[src/rtl/uart_pkg.sv]
// Shared UART definitions: arbiter FSM state type and transmitter frame constants.
package uart_pkg;

  typedef enum logic [1:0] {
    IDLE,
    LAUNCH,
    FRAME,
    GAP
  } tx_arb_state_t;

  // Clocks the byte-serial transmitter needs for one frame (start + 8 data + stop).
  localparam int unsigned UART_FRAME_CYCLES = 10;
  localparam int unsigned UART_DATA_W       = 8;

endpackage

[src/rtl/uart_tx_arbiter_if.sv]
// Requester / transmitter bundle for uart_tx_arbiter.
//   req_valid/req_data/req_ready : per-requester byte handshake
//   pause                        : hold off new grants
//   tx_en/tx_data                : drive the transmitter EN / DataIN
//   busy/grant_id/frames_sent    : status
// slave modport is the arbiter side; master modport is the requester/system side.
interface uart_tx_arbiter_if #(
  parameter int unsigned NREQ = 4
);
  import uart_pkg::*;

  localparam int unsigned IdxW = $clog2(NREQ);

  logic [NREQ-1:0]                  req_valid;
  logic [NREQ-1:0][UART_DATA_W-1:0] req_data;
  logic [NREQ-1:0]                  req_ready;
  logic                             pause;
  logic                             tx_en;
  logic [UART_DATA_W-1:0]           tx_data;
  logic                             busy;
  logic [IdxW-1:0]                  grant_id;
  logic [15:0]                      frames_sent;

  modport slave (
    input  req_valid, req_data, pause,
    output req_ready, tx_en, tx_data, busy, grant_id, frames_sent
  );

  modport master (
    output req_valid, req_data, pause,
    input  req_ready, tx_en, tx_data, busy, grant_id, frames_sent
  );

endinterface

[src/rtl/rr_arbiter.sv]
// Combinational round-robin picker.
//   req_i     : request vector
//   ptr_i     : highest-priority index this cycle
//   gnt_o     : one-hot grant (first set bit searching upward from ptr_i, wrapping)
//   gnt_idx_o : index of the granted bit (0 when nothing is requested)
//   valid_o   : any request present
module rr_arbiter #(
  parameter int unsigned NREQ = 4,
  localparam int unsigned IdxW = $clog2(NREQ)
) (
  input  logic [NREQ-1:0] req_i,
  input  logic [IdxW-1:0] ptr_i,
  output logic [NREQ-1:0] gnt_o,
  output logic [IdxW-1:0] gnt_idx_o,
  output logic            valid_o
);

  logic [IdxW-1:0] idx;

  always_comb begin
    gnt_o     = '0;
    gnt_idx_o = '0;
    valid_o   = 1'b0;
    idx       = '0;
    for (int unsigned k = 0; k < NREQ; k++) begin
      idx = IdxW'((32'(ptr_i) + k) % NREQ);
      if (!valid_o && req_i[idx]) begin
        gnt_o[idx] = 1'b1;
        gnt_idx_o  = idx;
        valid_o    = 1'b1;
      end
    end
  end

endmodule

[src/rtl/uart_tx_arbiter.sv]
// Round-robin sharing of one byte-serial UART transmitter between NREQ requesters.
// The transmitter has no busy/done, so after each EN pulse the block times the frame
// plus a guard gap before accepting the next byte.
//   CLK   : clock, rising edge
//   Reset : asynchronous, active-low
//   bus   : uart_tx_arbiter_if.slave (requester handshakes, pause, tx_en/tx_data, status)
module uart_tx_arbiter
  import uart_pkg::*;
#(
  parameter int unsigned NREQ         = 4,
  parameter int unsigned FRAME_CYCLES = UART_FRAME_CYCLES,
  parameter int unsigned GAP_CYCLES   = 1
) (
  input  logic                 CLK,
  input  logic                 Reset,
  uart_tx_arbiter_if.slave     bus
);

  localparam int unsigned IdxW = $clog2(NREQ);
  localparam int unsigned CntW = $clog2(FRAME_CYCLES + GAP_CYCLES + 1);

  tx_arb_state_t          state_q, state_d;
  logic [CntW-1:0]        cnt_q, cnt_d;
  logic [IdxW-1:0]        rr_ptr_q, rr_ptr_d;
  logic                   tx_en_q, tx_en_d;
  logic [UART_DATA_W-1:0] tx_data_q, tx_data_d;
  logic                   busy_q, busy_d;
  logic [IdxW-1:0]        grant_id_q, grant_id_d;
  logic [15:0]            frames_sent_q, frames_sent_d;

  logic [NREQ-1:0] gnt;
  logic [IdxW-1:0] gnt_idx;
  logic            gnt_valid;
  logic            take;

  rr_arbiter #(
    .NREQ (NREQ)
  ) u_rr_arbiter (
    .req_i     (bus.req_valid),
    .ptr_i     (rr_ptr_q),
    .gnt_o     (gnt),
    .gnt_idx_o (gnt_idx),
    .valid_o   (gnt_valid)
  );

  // Reset gates the handshake so nothing is accepted while the block is held in reset.
  assign take          = Reset && (state_q == IDLE) && !bus.pause && gnt_valid;
  assign bus.req_ready = take ? gnt : '0;

  always_comb begin
    state_d       = state_q;
    cnt_d         = cnt_q;
    rr_ptr_d      = rr_ptr_q;
    tx_en_d       = 1'b0;
    tx_data_d     = tx_data_q;
    busy_d        = busy_q;
    grant_id_d    = grant_id_q;
    frames_sent_d = frames_sent_q;

    unique case (state_q)
      IDLE: begin
        if (take) begin
          tx_data_d  = bus.req_data[gnt_idx];
          grant_id_d = gnt_idx;
          rr_ptr_d   = (32'(gnt_idx) == NREQ - 1) ? '0 : gnt_idx + 1'b1;
          tx_en_d    = 1'b1;
          busy_d     = 1'b1;
          state_d    = LAUNCH;
        end
      end
      LAUNCH: begin
        frames_sent_d = frames_sent_q + 16'd1;
        // The LAUNCH cycle is the first of the FRAME_CYCLES busy cycles.
        cnt_d         = CntW'(FRAME_CYCLES - 2);
        state_d       = FRAME;
      end
      FRAME: begin
        if (cnt_q == '0) begin
          if (GAP_CYCLES > 0) begin
            cnt_d   = CntW'(GAP_CYCLES - 1);
            state_d = GAP;
          end else begin
            busy_d  = 1'b0;
            state_d = IDLE;
          end
        end else begin
          cnt_d = cnt_q - 1'b1;
        end
      end
      GAP: begin
        if (cnt_q == '0) begin
          busy_d  = 1'b0;
          state_d = IDLE;
        end else begin
          cnt_d = cnt_q - 1'b1;
        end
      end
    endcase
  end

  always_ff @(posedge CLK or negedge Reset) begin
    if (!Reset) begin
      state_q       <= IDLE;
      cnt_q         <= '0;
      rr_ptr_q      <= '0;
      tx_en_q       <= 1'b0;
      tx_data_q     <= '0;
      busy_q        <= 1'b0;
      grant_id_q    <= '0;
      frames_sent_q <= '0;
    end else begin
      state_q       <= state_d;
      cnt_q         <= cnt_d;
      rr_ptr_q      <= rr_ptr_d;
      tx_en_q       <= tx_en_d;
      tx_data_q     <= tx_data_d;
      busy_q        <= busy_d;
      grant_id_q    <= grant_id_d;
      frames_sent_q <= frames_sent_d;
    end
  end

  assign bus.tx_en       = tx_en_q;
  assign bus.tx_data     = tx_data_q;
  assign bus.busy        = busy_q;
  assign bus.grant_id    = grant_id_q;
  assign bus.frames_sent = frames_sent_q;

endmodule

[src/flat_wrapper.sv]
// flat-port wrapper written by rule: the top's interface ports become plain ports
module uart_tx_arbiter_flat import uart_pkg::*;
#(
  parameter int unsigned NREQ         = 4,
  parameter int unsigned FRAME_CYCLES = UART_FRAME_CYCLES,
  parameter int unsigned GAP_CYCLES   = 1
)
  (CLK, Reset, bus_req_valid, bus_req_data, bus_pause, bus_req_ready, bus_tx_en, bus_tx_data, bus_busy, bus_grant_id, bus_frames_sent);
  uart_tx_arbiter_if #(.NREQ(NREQ)) bus_i ();
  input  logic CLK;
  input  logic Reset;
  input wire logic [$bits(bus_i.req_valid)-1:0] bus_req_valid;
  input wire logic [$bits(bus_i.req_data)-1:0] bus_req_data;
  input wire logic [$bits(bus_i.pause)-1:0] bus_pause;
  output wire logic [$bits(bus_i.req_ready)-1:0] bus_req_ready;
  output wire logic [$bits(bus_i.tx_en)-1:0] bus_tx_en;
  output wire logic [$bits(bus_i.tx_data)-1:0] bus_tx_data;
  output wire logic [$bits(bus_i.busy)-1:0] bus_busy;
  output wire logic [$bits(bus_i.grant_id)-1:0] bus_grant_id;
  output wire logic [$bits(bus_i.frames_sent)-1:0] bus_frames_sent;
  assign bus_i.req_valid = bus_req_valid;
  assign bus_i.req_data = bus_req_data;
  assign bus_i.pause = bus_pause;
  assign bus_req_ready = bus_i.req_ready;
  assign bus_tx_en = bus_i.tx_en;
  assign bus_tx_data = bus_i.tx_data;
  assign bus_busy = bus_i.busy;
  assign bus_grant_id = bus_i.grant_id;
  assign bus_frames_sent = bus_i.frames_sent;
  uart_tx_arbiter #(.NREQ(NREQ), .FRAME_CYCLES(FRAME_CYCLES), .GAP_CYCLES(GAP_CYCLES)) u_core (.CLK(CLK), .Reset(Reset), .bus(bus_i));
endmodule
[config.mk]
export PLATFORM = sky130hd
export DESIGN_NAME = uart_tx_arbiter_flat
export DESIGN_NICKNAME = d
export VERILOG_FILES = /design/src/rtl/uart_pkg.sv /design/src/rtl/uart_tx_arbiter_if.sv /design/src/rtl/rr_arbiter.sv /design/src/rtl/uart_tx_arbiter.sv /design/src/flat_wrapper.sv
export SDC_FILE = /design/constraint.sdc
export NUM_CORES = 1
export LEC_CHECK = 0
export CAP_MARGIN = 20
export CORE_MARGIN = 4
export CORE_UTILIZATION = 25
export DETAILED_ROUTE_END_ITERATION = 10
export PLACE_DENSITY = 0.44
export SYNTH_ARGS = -nofsm -noshare
export SYNTH_HDL_FRONTEND = slang
export SYNTH_SLANG_ARGS = --single-unit
[constraint.sdc]
create_clock -name CLK -period 3.64 [get_ports CLK]
set_input_delay 0.728 -clock CLK [delete_from_list [all_inputs] [get_ports CLK]]
set_output_delay 0.728 -clock CLK [all_outputs]
set_load 0.01 [all_outputs]
Yosys cells after proc, flatten, opt, wreduce, memory -nomap -nowiden
Index checks and enable logic that the tools add are counted.
{"block": "totals", "ff_bits": 36, "elab_cells": 100, "input_bits": 39, "output_inout_bits": 32}
{"block": "op_classes", "bitwise_logic": 3, "eq_ne": 8, "n_mux": 44, "n_lt_le_gt_ge": 9, "addsub": 6, "reduce_logical": 22}
{"cell": "4-bit two-way mux", "n": 7}
{"cell": "16-bit by 1-bit adder with 16-bit output (second input constant)", "n": 1}
{"cell": "8-bit binary-select mux with 2-bit select", "n": 1}
{"cell": "1-bit two-way mux", "n": 16}
{"cell": "2-bit two-way mux", "n": 8}
{"cell": "2-bit by 3-bit less-than comparator with 1-bit output (second input constant)", "n": 5}
{"cell": "4-bit bitwise OR", "n": 3}
{"cell": "4-bit case mux with 3 select lines", "n": 1}
{"cell": "1-bit logical AND", "n": 10}
{"cell": "1-bit binary-select mux with 2-bit select", "n": 4}
{"cell": "1-bit demux with 2-bit select", "n": 4}
{"cell": "2-bit by 1-bit >= comparator with 1-bit output (second input constant)", "n": 4}
{"cell": "8-bit two-way mux", "n": 1}
{"cell": "2-bit case mux with 4 select lines", "n": 1}
{"cell": "2-bit equality test (second input constant)", "n": 3}
{"cell": "2-bit by 1-bit inequality test with 1-bit output (second input constant)", "n": 3}
{"cell": "3-bit AND reduction", "n": 2}
{"cell": "2-bit by 1-bit adder with 2-bit output (second input constant)", "n": 2}
{"cell": "2-bit adder (second input constant)", "n": 2}
{"cell": "1-bit zero test", "n": 4}
{"cell": "4-bit zero test", "n": 1}
{"cell": "2-bit AND reduction", "n": 2}
{"cell": "4-bit by 1-bit subtractor with 4-bit output (second input constant)", "n": 1}
{"cell": "3-bit nonzero test", "n": 1}
{"cell": "other kinds (5)", "n": 5}

Longest topological paths before layout
Gate-level depths: netlist of the first run.
{"block": "logic_depth", "word_depth": 15, "ltp_mapped": 12, "mapped_depth_nobuf": 8}

Modules after synthesis
Synthesis of the first run repeated with hierarchy kept, for this count alone.
{"block": "hier_totals", "hier_cells": 217, "area_unflattened_um2": 2312.2}
{"module": "uart_tx_arbiter", "area_per_inst_um2": 1893.1, "cells_per_inst": 172, "n_inst": 1, "seq_area_each_um2": 900.9}
{"module": "rr_arbiter", "area_per_inst_um2": 419.2, "cells_per_inst": 45, "n_inst": 1, "seq_area_each_um2": 0.0}

Least setup slack after synthesis of the first run
No wires, ideal clock.
{"block": "synth_timing", "kind": "flip-flop to output port", "start": "reg u_core.rr_ptr_q[0]", "end": "out bus_req_ready[0]", "t_required_ps": 2912, "path_buffers": 2, "path_stages_with_launch": 10, "slack_ps": 524, "t_arrival_ps": 2388, "path_cell_list": "dfrtp_1 > buf_2 > inv_1 > ha_1 > buf_2 > or3b_1 > a2111oi_0 > nand3b_2 > a221oi_1 > nor2_1"}
{"block": "synth_via", "elab_chain_cells": 14, "word_cells_on_any_way": 50, "classes_between": "add/sub (3); order compare (8); mux (25); bitwise (3); reduce/logical (11)"}
{"element": "start, declared", "line_no": "uart_tx_arbiter.sv:24", "source": "logic [IdxW-1:0] rr_ptr_q, rr_ptr_d;"}
{"element": "start signal, assigned", "line_no": "uart_tx_arbiter.sv:114", "source": "rr_ptr_q <= rr_ptr_d;"}
{"element": "branches (longest 13 deep; another with 2-bit by 3-bit less-than comparator with 1-bit output)"}
{"element": "4-bit two-way mux (*)", "line_no": "uart_tx_arbiter.sv:48", "source": "assign bus.req_ready = take ? gnt : '0;"}
{"element": "end, declared", "line_no": "flat_wrapper.sv:15", "source": "output wire logic [$bits(bus_i.req_ready)-1:0] bus_req_ready;"}
Mark *: on every way between the ends. The select of a mux whose other input is x is not followed.

Final worst setup path of the first run
{"block": "layout_timing", "start": "in bus_req_valid[3]", "end": "out bus_req_ready[2]"}
{"block": "layout_via", "elab_chain_cells": 14, "word_cells_on_any_way": 27, "classes_between": "mux (17); bitwise (3); reduce/logical (7)"}
{"element": "start, declared", "line_no": "flat_wrapper.sv:12", "source": "input wire logic [$bits(bus_i.req_valid)-1:0] bus_req_valid;"}
{"element": "1-bit binary-select mux with 2-bit select", "line_no": "rr_arbiter.sv:27", "source": "if (!valid_o && req_i[idx]) begin"}
{"element": "1-bit two-way mux (implied by the code)", "line_no": "rr_arbiter.sv:27"}
{"element": "1-bit two-way mux", "line_no": "rr_arbiter.sv:27"}
{"element": "1-bit zero test", "line_no": "rr_arbiter.sv:27"}
{"element": "1-bit logical AND", "line_no": "rr_arbiter.sv:27"}
{"element": "1-bit two-way mux", "line_no": "rr_arbiter.sv:27"}
{"element": "1-bit zero test", "line_no": "rr_arbiter.sv:27"}
{"element": "1-bit logical AND", "line_no": "rr_arbiter.sv:27"}
{"element": "1-bit two-way mux", "line_no": "rr_arbiter.sv:27"}
{"element": "1-bit zero test", "line_no": "rr_arbiter.sv:27"}
{"element": "1-bit logical AND", "line_no": "rr_arbiter.sv:27"}
{"element": "1-bit two-way mux", "line_no": "rr_arbiter.sv:27"}
{"element": "1-bit logical AND", "line_no": "uart_tx_arbiter.sv:47", "source": "assign take = Reset && (state_q == IDLE) && !bus.pause && gnt_valid;"}
{"element": "4-bit two-way mux (*)", "line_no": "uart_tx_arbiter.sv:48"}
Every way passes the cells marked *; elsewhere a longest branch is shown, timed or not. The select of a mux whose other input is x is not followed.

==> impl_metrics.ini, run 1 <==
[status]
status = finished clean

[layout]
diodes = 0
final_cell_mix = clkdlybuf4s50_1, dfrtp_1, nand2_1
regArea_um2 = 901
final_common_cell = clkdlybuf4s50_1
design_area_mm2 = 0.00338
nNetsFinal = 376
utilization_pct = 36.8
synthToLayoutAreaGrowth_pct = 43.4
drive_above_1_share_pct = 12.1
n_fill_cell = 959
multi_input_area_mm2 = 0.00137

[timing]
tightestPinTransition_ns = 0.625
layout_min_cycle_time_ns = 3.51
clock_skew_ns = 0.00682
rsz0062_at_grt = false
holdWs_ns = 0.477
fmax_ghz = 0.285
maxSlewViolCount = 0
setup_viol = 0
finalCritPeriodShare_pct = 96.5
hold_viol_final = 0
slew_headroom_pct = 58.3
tns_ns = 0

[clock_network]
clockBufferDepth = 2
clkSlewWorstSetupHoldPaths_ns = 0.07
worstSkewPairLatency_ns = 0.28
hold_buffers = 0
numCtsBuffers = 5
cts-root-buf = clkbuf_8
cts_tree = done
cts.htree.levels = 2
numClockSinks = 36

[worst_hold_path]
hold_class = reg -> reg

[grt]
grt_pass1_vias = 1914
grt_pass1_wl_mm = 9.80
use_met3_pct = 2.66
grt_overflow = 0
antenna_found_initial = 0
grt_usage_pct = 10.9
grt_start_max_net_pins = 37
grt.met2_usage_pct = 17.3
grtUsageMet1_pct = 14.8
top_usage_layer = met2

[placement]
dp_hpwl_mm = 4.58
routabilityCongestion = 0.776
placed_area_mm2 = 0.00323
port_buffers = 70

[routing]
dr_total_vias = 2003
drc_errors = 0
wl_per_cell_um = 14.1
drtIter0Drc = 53
antenna_left = 0
viasPerCell = 4.63
routed_wl_mm = 6.09
first_pass_iters = 4

[critical_path]
reg2reg_from = u_core.rr_ptr_q[1]
r2r_cells = 10
required_ns = 2.91
cp-start-kind = input port
critical_path.endpoint_type = output port
crit_cells = 8
startpoint = bus_req_valid[3]
path_delay_family = buffers and inverters
arrival_ns = 2.79
path_buf_inv = 2
crit_fanout = 5
rrSetupSlack_ns = 0.87
worstPathCellList = clkdlybuf4s50_1, mux4_2, nor2b_4, a22oi_1, nor2_1, a221oi_1, nor2_1, clkdlybuf4s50_1
slowest_stage = mux4_2
setup.worst_path.end = bus_req_ready[2]
timing.rr.end = u_core.bus.tx_data[5]
worst_path_largest_cell_delay_ns = 0.57
critPathKind = in -> out

[floorplanning]
die_w_um = 105
die-area_mm2 = 0.0111
initial_utilization_pct = 25.6
rows = 35
core_mm2 = 0.00920
io_pins = 71
die_h_um = 105

[yosys]
synth_area_mm2 = 0.00236
syn_nets = 290
ys_types = 43
ys_ff_latch = 36
syn_inst = 236
ys_warn_count = 0
ys_seq_area_share_pct = 38.2
syn_area_per_cell_um2 = 9.99

[power_and_ir_drop]
power_leakage_nw = 1.51
clockPowerShare_pct = 12.4
p_int_mw = 1.45
swShare_pct = 40.0
powerDensity_mw_per_mm2 = 717
finalPower_mw = 2.42
peakVddDrop_uv = 356
power_frac_comb_pct = 60.8
p_switching_mw = 0.970
sequentialPowerShare_pct = 26.8

[job]
max-cap-violations = 0
## registers in the layout, indices dropped and copies added, names as in the netlist
register	flops
u_core.bus.frames_sent	16
u_core.cnt_q	4
u_core.bus.tx_en	1
u_core.bus.tx_data	8
u_core.rr_ptr_q	2
u_core.bus.busy	1
u_core.state_q	2
u_core.bus.grant_id	2
## timing repair
action                                  CTS  global route
resized for setup                         7             4
cloned                                    0             0
setup buffers                             3             1
endpoints found under the setup margin    4             1
## power groups by stage
stage          clock [mW]  sequential [mW]  combinational (mW)
2_1_floorplan           0            0.683               0.967
3_3_place_gp            0            0.657                1.46
3_5_place_dp            0            0.657                1.45
4_1_cts             0.319            0.652                1.47
5_1_grt             0.334            0.671                1.63
6_report            0.301            0.650                1.47
## metal layers
| layer | up-vias | routed length, um |
|---|---|---|
| met1 | 943 | 2860 |
| met2 | 43 | 2930 |
| met4 | 0 | 19 |
| li1 | 1015 | - |
| met3 | 2 | 275 |
| met5 | - | 0 |
## cells by family (layout without fill, tap and decap cells)
kind of cell,Yosys count,after routing,synth area share (%)
compound gates,39,39,12.5
mux,26,26,12.7
xor+xnor,18,18,6.68
simple gates,83,83,17.0
fa+ha+maj,15,15,7.96
flops,36,36,38.2
buf+inv,19,105,4.93
## through the flow
stage | setup WS [ns] | std cells
after floorplan | 0.524 | 236
after global placement | -0.0207 | 422
after detailed placement | -0.0745 | 422
after CTS | 0.00185 | 432
after global routing | 0.00909 | 433
final | 0.126 | 433
## worst min path at each step
stage                                          start  cells past startpoint                          to
final                     u_core.bus.frames_sent[15]                      1  u_core.bus.frames_sent[15]
after global routing      u_core.bus.frames_sent[15]                      1  u_core.bus.frames_sent[15]
after CTS                 u_core.bus.frames_sent[15]                      1  u_core.bus.frames_sent[15]
after detailed placement      u_core.bus.grant_id[1]                      2      u_core.bus.grant_id[1]
after global placement    u_core.bus.frames_sent[15]                      1  u_core.bus.frames_sent[15]
after floorplan                                Reset                      0             u_core.bus.busy
## cell type report
class                   instances  share of cell area [%]
flip-flops and latches         36                    26.6
repair buffers                 90                    25.0
well taps                     111                    4.11
inverters                       8                   0.888
clock buffers                   7                    2.85
multi-input cells             181                    40.5
## synth_stat cells, drive strengths merged
cell / n / area (um2)
mux2i: 22 / 233
o21a: 1 / 7.51
a211o: 1 / 8.76
a221oi: 4 / 35.0
or4: 1 / 7.51
mux2: 2 / 22.5
o22a: 1 / 8.76
mux4: 2 / 45.0
inv: 8 / 30.0
or3b: 1 / 8.76
nand2: 28 / 105
a21o: 1 / 7.51
a21oi: 5 / 25.0
a221o: 3 / 30.0
nor2b: 1 / 13.8
a22oi: 4 / 30.0
or3: 1 / 6.26
o21ai: 7 / 38.8
clkbuf: 2 / 7.51
xor2: 4 / 35.0
a2111oi: 1 / 8.76
nand2b: 4 / 25.0
xnor2: 14 / 123
dfrtp: 36 / 901
and2: 1 / 6.26
o221ai: 8 / 70.1
nor3: 4 / 20.0
and3: 2 / 12.5
nand3b: 5 / 41.3
nand3: 11 / 55.1
nor2: 21 / 81.3
buf: 9 / 78.8
ha: 15 / 188
a22o: 1 / 8.76
a211oi: 2 / 15.0
nand4: 2 / 12.5
or2: 1 / 6.26
Power figures use the tool's default switching activity.
==> run 2, diff against run 1 <==
DONT_BUFFER_PORTS = 1   (was default)
PLACE_DENSITY = 0.34   (was 0.44)
==> run 2 against run 1 <==
Clock skew rose by 0.0026 ns. Die area did not move. Maximum frequency rose by 7.9%. Clock-buffer cell count did not move. First-iteration DRC count rose by 91%. Largest power group unchanged. Combinational power fell by 24%. Cell area fell by 24%. Worst setup slack improved by 0.26 ns. Sequential cell count did not move. Hold slack got worse by 0.36 ns. Non-clock buffer count fell by 87.
==> impl_metrics.ini, run 2 (synthesis gave the netlist of run 1 again) <==
[placement]
port_buffers = 0
routabilityCongestion = 0.725
placed_area_mm2 = 0.00243
dp_hpwl_mm = 4.15

[critical_path]
worstPathCellList = inv_1, ha_1, or3b_1, a2111oi_0, nand3b_2, a221oi_1, nor2_1
crit_cells = 7
worst_path_largest_cell_delay_ns = 0.40
critPathKind = reg -> out
path_buf_inv = 1
path_delay_family = simple AND/OR/NAND/NOR gates
crit_fanout = 9
arrival_ns = 2.53
rrSetupSlack_ns = 0.78
cp-start-kind = flip-flop
r2r_cells = 7
required_ns = 2.91
slowest_stage = or3b_1
reg2reg_from = u_core.rr_ptr_q[1]
timing.rr.end = u_core.bus.tx_data[4]
critical_path.endpoint_type = output port
setup.worst_path.end = bus_req_ready[1]
startpoint = u_core.rr_ptr_q[1]

[clock_network]
numCtsBuffers = 5
clockBufferDepth = 2
cts_setup_buffers = 0
cts-root-buf = clkbuf_8
cts_tree = done
ctsResizeCount = 0
worstSkewPairLatency_ns = 0.29
hold_buffers = 0
cts.htree.levels = 2
clkSlewWorstSetupHoldPaths_ns = 0.08
numClockSinks = 36

[worst_hold_path]
hold_class = in -> async

[layout]
n_fill_cell = 992
final_cell_mix = dfrtp_1, nand2_1, mux2i_1
design_area_mm2 = 0.00256
nNetsFinal = 289
diodes = 0
largest_reg_flops = 16
utilization_pct = 27.8
drive_above_1_share_pct = 8.47
final_common_cell = dfrtp_1
synthToLayoutAreaGrowth_pct = 8.54

[timing]
finalCritPeriodShare_pct = 89.4
maxSlewViolCount = 0
setup_viol = 0
hold_viol_final = 0
slew_headroom_pct = 39.2
tightestPinTransition_ns = 0.912
tns_ns = 0
layout_min_cycle_time_ns = 3.26
fmax_ghz = 0.307
clock_skew_ns = 0.00939
rsz0062_at_grt = false

[routing]
antenna_left = 0
drc_errors = 0
viasPerCell = 4.97
first_pass_iters = 4
wl_per_cell_um = 16.8
routed_wl_mm = 5.82
dr_total_vias = 1724
drtIter0Drc = 101

[grt]
grt_pass1_vias = 1754
grt_overflow = 0
grt_start_max_net_pins = 38
antenna_found_initial = 0
grt_pass1_wl_mm = 9.41
grt_usage_pct = 10.7

[floorplanning]
die_h_um = 105
io_pins = 71
die-area_mm2 = 0.0111
rows = 35
initial_utilization_pct = 25.6
core_mm2 = 0.00920
die_w_um = 105

[job]
max-cap-violations = 0

[power_and_ir_drop]
peakVddDrop_uv = 225
power_leakage_nw = 1.14
powerDensity_mw_per_mm2 = 866

[status]
status = finished clean
-- run 2: cell count changes in the layout (fill, tap and decap cells not counted), moves of 2 or more --
cell,change
dlygate4sd2_1,-4
buf_4,-17
dlymetal6s2s_1,-2
clkdlybuf4s50_1,-63
-- run 2: per-layer routing --
metal	GRT usage [%]	wire (um)	up-vias
li1	-	-	844
met1	14.0	2770	819
met2	17.2	2650	54
met3	3.27	348	7
met4	2.53	47	0
met5	0	0	-
-- run 2: final cells by class --
cell class                 count  area (um2)  area share [%]
clock inverter                 1        30.0            1.17
sequential                    36         901            35.2
inverter                       8        30.0            1.17
tap                          111         139            5.43
timing repair buffer           3        22.5           0.880
multi-input combinational    181        1340            52.4
clock buffer                   7        96.3            3.76
-- run 2: worst min path at each step --
stage | from | to | slack, ns | depth (start not counted)
after detailed placement | Reset | u_core.bus.tx_data[1] | 0.43 | 0
after floorplan | Reset | u_core.bus.busy | 0.43 | 0
after global routing | Reset | u_core.bus.tx_data[2] | 0.10 | 0
after CTS | Reset | u_core.bus.tx_data[2] | 0.11 | 0
final | Reset | u_core.bus.tx_data[5] | 0.12 | 0
after global placement | Reset | u_core.bus.tx_data[1] | 0.43 | 0
-- run 2: worst register-to-register path: stages, from the launching register on --
cell and delay (ns):
dfrtp_1 0.36, inv_1 0.09, ha_1 0.45, mux4_2 0.45
a21oi_1 0.16, o22a_1 0.76, mux2i_1 0.29, o221ai_1 0.15
-- run 2: report_power, final --
group,switching [mW],internal [mW],leakage [nW]
Sequential,0.175,0.534,0.459
Combinational,0.602,0.507,0.619
Clock,0.157,0.242,0.0645
-- run 2: stage by stage --
step	setup slack, ns	total power [mW]	hold slack, ns	std cells
after global routing	0.166	2.41	0.100	347
after floorplan	0.524	1.65	0.432	236
final	0.385	2.22	0.121	347
after detailed placement	0.735	1.84	0.433	339
after CTS	0.372	2.25	0.108	347
after global placement	0.599	1.86	0.433	339
==> run 3, diff against run 2 <==
CORE_UTILIZATION = 50   (was 25)
PLACE_DENSITY = 0.61   (was 0.34)
TNS_END_PERCENT = 100   (was default)
==> run 3 against run 2 <==
Combinational power decreased by 4%. Clock power decreased by 27%. Non-clock buffer count decreased by 2. Via count increased by 2.4%. Die area decreased by 47%. Sequential share of layout area increased by 1.8 points. Utilization increased by 27 points. Highest routed layer unchanged.
==> impl_metrics.ini, run 3 (synthesis gave the netlist of run 1 again) <==
[status]
status = finished clean

[clock_network]
numCtsBuffers = 5
clockBufferDepth = 2
hold_buffers = 0
clkSlewWorstSetupHoldPaths_ns = 0.07
cts_setup_buffers = 0
numClockSinks = 36
worstSkewPairLatency_ns = 0.28
cts-root-buf = clkbuf_8
cts_tree = done
cts.htree.levels = 2

[critical_path]
required_ns = 2.91
critPathKind = reg -> out
worstPathCellList = inv_1, ha_1, or3b_1, a2111oi_0, nand3b_2, a221oi_1, nor2_1
crit_fanout = 10
slowest_stage = dfrtp_2
critical_path.endpoint_type = output port
worst_path_largest_cell_delay_ns = 0.50
cp-start-kind = flip-flop
arrival_ns = 2.62

[timing]
layout_min_cycle_time_ns = 3.35
tns_ns = 0
rsz0062_at_grt = false
tightestPinTransition_ns = 0.887
setup_viol = 0
finalCritPeriodShare_pct = 91.9
hold_viol_final = 0
clock_skew_ns = 0.00441
setup_slack_ns = 0.294
maxSlewViolCount = 0
fmax_ghz = 0.299
slew_headroom_pct = 40.8

[routing]
drc_errors = 0
routed_wl_mm = 5.00
first_pass_iters = 4
wl_per_cell_um = 17.5
dr_total_vias = 1766
antenna_left = 0
drtIter0Drc = 111
viasPerCell = 6.17

[grt]
use_met3_pct = 5.85
top_usage_layer = met2
grtUsageMet1_pct = 21.6
grt.met2_usage_pct = 29.2
grt_pass1_wl_mm = 8.42
grt_overflow = 0
grt_pass1_vias = 1747
antenna_found_initial = 0
grt_start_max_net_pins = 38
grt_usage_pct = 17.3

[floorplanning]
die-area_mm2 = 0.00588
initial_utilization_pct = 52.7
die_w_um = 76.7
io_pins = 71
rows = 24
die_h_um = 76.7
core_mm2 = 0.00447

[layout]
final_common_cell = dfrtp_1
utilization_pct = 54.5
drive_above_1_share_pct = 7.69
design_area_mm2 = 0.00244
nNetsFinal = 287
largest_reg_flops = 16
diodes = 0
synthToLayoutAreaGrowth_pct = 3.45
final_cell_mix = dfrtp_1, nand2_1, mux2i_1

[placement]
routabilityCongestion = 0.785
placed_area_mm2 = 0.00234
placement.setup.worst_slack_ns = 0.453
port_buffers = 0
dp_hpwl_mm = 3.73

[worst_hold_path]
hold_class = in -> async

[power_and_ir_drop]
powerDensity_mw_per_mm2 = 852
peakVddDrop_uv = 546
power_leakage_nw = 1.11

[job]
max-cap-violations = 0
-- run 3: changes by cell type in the layout (fill, tap and decap cells not counted) --
| cell | previous run | this run |
|---|---|---|
| buf_4 | 3 | 1 |
| bufinv_16 | 1 | 0 |
| clkbuf_1 | 0 | 1 |
| clkbuf_8 | 7 | 6 |
| clkinvlp_4 | 0 | 1 |
| dfrtp_1 | 36 | 35 |
| dfrtp_2 | 0 | 1 |
-- run 3: final cells by class --
type | instances | area (um2)
Clock inverter | 1 | 7.51
Clock buffer | 7 | 86.3
Fill cell | 400 | 2030
Tap cell | 52 | 65.1
Timing Repair Buffer | 1 | 7.51
Multi-Input combinational cell | 181 | 1340
Inverter | 8 | 30.0
Sequential cell | 36 | 902
-- run 3: timing repair --
| action | in CTS | in global routing |
|---|---|---|
| endpoints found under the setup margin | 0 | 4 |
| hold endpoints to repair | 0 | 0 |
| resized for setup | 0 | 1 |
-- run 3: worst max-delay path: cells and delay by family (launching register included) --
family | cells | cell delay [ns]
AND/OR/NAND/NOR | 3 | 0.85
flip-flops | 1 | 0.50
AO/OA/AOI/OAI | 2 | 0.45
adder cells (fa/ha/maj) | 1 | 0.41
buffers and inverters | 1 | 0.13
-- run 3: layer usage --
layer  vias up  wire [um]
met3         2        363
met5         -          0
met4         0         12
met1       866       2110
met2        65       2520
li1        833          -
-- run 3: worst paths after layout --
| kind | depth (start not counted) | start | endpoint | slack (ns) |
|---|---|---|---|---|
| max reg2reg | 7 | u_core.rr_ptr_q[1] | u_core.bus.tx_data[2] | 0.60 |
| min in group CLK | 1 | u_core.bus.frames_sent[15] | u_core.bus.frames_sent[15] | 0.55 |
| max in group asynchronous | 0 | Reset | u_core.rr_ptr_q[1] | 3.42 |
| min | 0 | Reset | u_core.bus.frames_sent[7] | 0.13 |
| min reg2reg | 1 | u_core.bus.frames_sent[15] | u_core.bus.frames_sent[15] | 0.55 |
| max | 7 | u_core.rr_ptr_q[1] | bus_req_ready[0] | 0.29 |
-- run 3: power breakdown --
part	internal, mW	leakage [nW]	switching, mW
clock network	0.154	0.0445	0.140
registers	0.536	0.458	0.183
logic	0.492	0.609	0.573
-- run 3: per-stage QoR --
stage	hold WS (ns)	power, mW	cells
6_report	0.133	2.08	286
5_1_grt	0.101	2.26	286
4_1_cts	0.117	2.10	286
3_5_place_dp	0.434	1.80	278
3_3_place_gp	0.433	1.73	278
2_1_floorplan	0.432	1.65	236
